### config.mk
export PLATFORM = sky130hd
export DESIGN_NAME = univ_shift_reg
export DESIGN_NICKNAME = d
export VERILOG_FILES = /design/src/rtl/usr_pkg.sv /design/src/rtl/usr_shift_cnt.sv /design/src/rtl/univ_shift_reg.sv
export SDC_FILE = /design/constraint.sdc
export NUM_CORES = 1
export LEC_CHECK = 0
export CORE_ASPECT_RATIO = 1.1
export CORE_MARGIN = 1.5
export CORE_UTILIZATION = 40
export CTS_CLUSTER_DIAMETER = 30
export CTS_CLUSTER_SIZE = 20
export DETAILED_ROUTE_END_ITERATION = 6
export PLACE_DENSITY = 0.78
export SLEW_MARGIN = 40
export SYNTH_ARGS = -nofsm -noshare
export SYNTH_HDL_FRONTEND = slang
export SYNTH_SLANG_ARGS = --single-unit
export TNS_END_PERCENT = 50
### constraint.sdc
create_clock -name Clk -period 1.7 [get_ports Clk]
set_input_delay 0.34 -clock Clk [delete_from_list [all_inputs] [get_ports Clk]]
set_output_delay 0.34 -clock Clk [all_outputs]
set_load 0.02 [all_outputs]
### src/rtl/usr_pkg.sv
// Shared types for the universal shift register: operation encoding and helpers.
`timescale 1ns/1ps
package usr_pkg;

    localparam int MODE_W = 3;

    typedef enum logic [MODE_W-1:0] {
        HOLD = 3'b000,
        LOAD = 3'b001,
        SHL  = 3'b010,
        SHR  = 3'b011,
        ROTL = 3'b100,
        ROTR = 3'b101,
        ASR  = 3'b110,
        CLR  = 3'b111
    } mode_e;

    // Modes that move bits and therefore advance the word counter.
    function automatic logic is_shift(input mode_e m);
        return (m == SHL) || (m == SHR) || (m == ROTL) || (m == ROTR) || (m == ASR);
    endfunction

endpackage

### src/rtl/usr_shift_cnt.sv
// Wrap counter of shifts since the last load; pulses done for one cycle when WIDTH is reached.
`timescale 1ns/1ps
module usr_shift_cnt
    import usr_pkg::*;
#(
    parameter int WIDTH = 8
) (
    input  logic Clk,
    input  logic reset,
    input  logic en,
    input  logic inc,
    input  logic clr,
    output logic done
);

    localparam int               CNT_W = $clog2(WIDTH + 1);
    localparam logic [CNT_W-1:0] LAST  = CNT_W'(WIDTH - 1);

    logic [CNT_W-1:0] r_cnt;
    logic             r_done;

    always_ff @(posedge Clk or negedge reset) begin
        if (!reset) begin
            r_cnt  <= '0;
            r_done <= 1'b0;
        end else if (en) begin
            if (clr) begin
                r_cnt  <= '0;
                r_done <= 1'b0;
            end else if (inc && (r_cnt == LAST)) begin
                r_cnt  <= '0;
                r_done <= 1'b1;
            end else if (inc) begin
                r_cnt  <= r_cnt + CNT_W'(1);
                r_done <= 1'b0;
            end else begin
                r_done <= 1'b0;
            end
        end
    end

    assign done = r_done;

endmodule

### src/rtl/univ_shift_reg.sv
// Universal WIDTH-bit register: hold/load/shift/rotate/clear with word-complete pulse.
// Optional even-parity output enabled by defining USR_PARITY_EN.
`timescale 1ns/1ps
module univ_shift_reg
    import usr_pkg::*;
#(
    parameter int               WIDTH     = 8,
    parameter logic [WIDTH-1:0] RESET_VAL = '0
) (
    input  logic              Clk,
    input  logic              reset,
    input  logic              en,
    input  logic [MODE_W-1:0] mode,
    input  logic [WIDTH-1:0]  D,
    input  logic              sin,
    output logic [WIDTH-1:0]  Q,
    output logic [WIDTH-1:0]  Qb,
    output logic              sout,
    output logic              word_done
`ifdef USR_PARITY_EN
    ,
    output logic              parity
`endif
);

    mode_e            w_mode;
    logic [WIDTH-1:0] w_q_next;
    logic [WIDTH-1:0] r_q;
    logic             w_inc;
    logic             w_clr;
    logic             w_done;

    assign w_mode = mode_e'(mode);

    always_comb begin
        w_q_next = r_q;
        case (w_mode)
            HOLD:    w_q_next = r_q;
            LOAD:    w_q_next = D;
            SHL:     w_q_next = {r_q[WIDTH-2:0], sin};
            SHR:     w_q_next = {sin, r_q[WIDTH-1:1]};
            ROTL:    w_q_next = {r_q[WIDTH-2:0], r_q[WIDTH-1]};
            ROTR:    w_q_next = {r_q[0], r_q[WIDTH-1:1]};
            ASR:     w_q_next = {r_q[WIDTH-1], r_q[WIDTH-1:1]};
            CLR:     w_q_next = '0;
            default: w_q_next = r_q;
        endcase
    end

    always_ff @(posedge Clk or negedge reset) begin
        if (!reset) begin
            r_q <= RESET_VAL;
        end else if (en) begin
            r_q <= w_q_next;
        end
    end

    assign w_inc = is_shift(w_mode);
    assign w_clr = (w_mode == LOAD) || (w_mode == CLR);

    usr_shift_cnt #(
        .WIDTH (WIDTH)
    ) u_shift_cnt (
        .Clk   (Clk),
        .reset (reset),
        .en    (en),
        .inc   (w_inc),
        .clr   (w_clr),
        .done  (w_done)
    );

    assign Q         = r_q;
    assign Qb        = ~r_q;
    // Left-moving modes expose the MSB; everything else exposes the LSB.
    assign sout      = ((w_mode == SHL) || (w_mode == ROTL)) ? r_q[WIDTH-1] : r_q[0];
    assign word_done = w_done;

`ifdef USR_PARITY_EN
    assign parity = ^r_q;
`endif

endmodule

==> impl_metrics.toml <==
[finish]
final_cell_count_no_fill = 181
final_area_um2 = 1340
fin_util_pct = 60.2
layout-drive-gt1-share_pct = 13.9
num_antenna_cells = 0
syn_to_final_growth_pct = 43.1
num-nets-final = 168

[floorplan]
rows = 18
start_util_pct = 42.1
die_h_um = 53.8
die_w_um = 49.2
fp.coreArea_um2 = 2230
io_pins = 33
die_area_um2 = 2650

[worst_setup_path]
cp.required_ns = 1.86
reg2reg_depth = 4
start_kind = "input pin"
path_class = "in2reg"
arrival_ns = 1.73
worstSetupEndpointType = "flip-flop"
path_max_fanout = 15

[grt]
grt_max_degree = 16
top_usage_layer = "met2"
grt_util_met1_pct = 23.8
grt_use_total_pct = 19.7
grt_pass1_vias = 887
use_met3_pct = 2.78
grt-ovfl-total = 0
use_met2_pct = 36.3
grt_first_pass_wirelength_um = 4000
antenna_found_initial = 0

[detailed_routing]
drt_first_pass_iters = 4
vias = 923
vias_per_cell = 5.10
drc = 0
ant_nets = 0
drt_iter0_drc = 12
totalWireLength_um = 2380
wl_per_cell_um = 13.1

[placed_design]
port_buffers = 32
gp_congestion = 0.784
dp_cells = 177
pre_cts_ws_ns = -0.487
dpl.hpwl_um = 1740
placed_area_um2 = 1320

[sta]
hold_ws_ns = 0.374
slew_violations = 0
clock.fmax_ghz = 0.636
fin_skew_ns = 0.00310
finalCriticalPeriod_ns = 1.57
fin_crit_sh_pct = 92.4
setup_viol = 0
worst_pin_slew_ns = 0.403
hold_viol_final = 0
slew_headroom_pct = 73.0
rsz0062_at_grt = "false"
fin_ws_ns = 0.129
tns_ns = 0

[synthesis]
netlist_area_um2 = 938
syn_nets = 126
ys_seq_elements = 13
synth.avg_cell_area_um2 = 8.53
synth_warnings = 0
synthCells = 110
synth.yosys.seq_area_share_pct = 34.7
synth.distinct_cells = 33

[pwr]
ir_drop_mv = 0.506
leakage_nw = 0.667
power.density_nw_per_um2 = 852
power_mw = 1.14

[clock_network]
cts_buffers = 3
worstSkewPairLatency_ns = 0.28
numClockSinks = 13
root_buffer = "clkbuf_4"
cts_tree = "built"
clockBufferDepth = 2
holdBufCountCts = 0
htreeDepth = 1
path_clk_slew_ns = 0.08

[status]
outcome = "finished clean"

[hold_path]
hp-class = "in2async"

[job]
maxCapViolCount = 0
==> per-layer routing <==
layer  up-vias  share of wire, %
li1        466                 -
met1       427                46
met2        26                49
met3         4               4.3
met4         0               1.1
met5         -                 0
==> timing repair <==
action,in CTS,in global routing
resized for setup,20,4
setup buffers,0,0
endpoints found under the setup margin,13,4
endpoints found under the hold margin,0,0
pin swaps,0,0
==> cell type report <==
class	instances	area, um^2
Timing Repair Buffer	44	398
Multi-Input combinational cell	80	518
Clock buffer	4	26.3
Sequential cell	13	325
Inverter	10	37.5
Tap cell	30	37.5
Fill cell	193	887
==> path summary, 6_finish.rpt <==
kind	start	end	slack (ns)
worst max-delay path	mode[0]	Q[5]	0.13
worst min-delay path	reset	Q[6]	0.37
worst max register to register	u_shift_cnt.r_cnt[0]	u_shift_cnt.r_cnt[3]	0.39
worst min register to register	u_shift_cnt.r_cnt[0]	u_shift_cnt.r_cnt[0]	0.52
max in group asynchronous	reset	u_shift_cnt.done	1.16
min in group Clk	u_shift_cnt.r_cnt[0]	u_shift_cnt.r_cnt[0]	0.52
==> synthesized netlist by cell type, drive strengths merged <==
cell      n  area (um^2)
nor2     18         67.6
dfrtp    13          325
nand2    13         48.8
inv      10         37.5
a211oi    8         60.1
o31ai     8         60.1
buf       7         65.1
mux2i     6         60.1
nand3     3         20.0
o21ai     3         30.0
a21o      2         15.0
a21oi     2         10.0
nor3b     2         15.0
and2      1         6.26
and2b     1         7.51
ha        1         12.5
mux2      1         11.3
nand2b    1         6.26
nand3b    1         7.51
nor4bb    1         10.0
o2111ai   1         8.76
o211ai    1         7.51
o21bai    1         7.51
o32ai     1         8.76
or2       1         6.26
or3       1         6.26
xnor2     1         8.76
xor2      1         8.76
==> cell families (layout without fill, tap and decap cells) <==
group / count (synthesis) / after routing / synth area share (%)
adders and majority gates: 1 / 1 / 1.33
and+or+nand+nor: 43 / 43 / 21.5
buffers and inverters: 17 / 58 / 10.9
DFF: 13 / 13 / 34.7
AOI/OAI and AO/OA: 27 / 27 / 22.1
xor gates and xnor gates: 2 / 2 / 1.87
muxes: 7 / 7 / 7.60
==> placed cells by master, fill, tap and decap left out, drive strengths merged <==
cell	n
clkdlybuf4s50	13
nor3b	2
nor2	18
a21oi	2
xnor2	1
dfrtp	13
ha	1
o31ai	8
o32ai	1
or2	1
nor4bb	1
dlymetal6s2s	4
o21ai	3
nand2	13
clkbuf	4
o211ai	1
and2	1
dlygate4sd2	14
xor2	1
and2b	1
nand3b	1
nand2b	1
a21o	2
nand3	3
or3	1
mux2	1
buf	13
mux2i	6
o21bai	1
a211oi	8
o2111ai	1
inv	10
==> flip-flops by register name, summed over array words and instances, names as in the netlist <==
| signal | flops |
|---|---|
| u_shift_cnt.r_cnt | 4 |
| Q | 8 |
| u_shift_cnt.done | 1 |
==> worst max-delay path, stage by stage <==
cell and delay, ns:
clkdlybuf4s50_1 0.48, buf_4 0.23, and2b_1 0.28, a211oi_1 0.27, o31ai_1 0.12
==> power by group <==
part / internal, mW / switching (mW) / total [mW]
Sequential: 0.368 / 0.0764 / 0.445
Clock: 0.0910 / 0.101 / 0.192
Combinational: 0.232 / 0.276 / 0.507
Power figures use the tool's default switching activity.
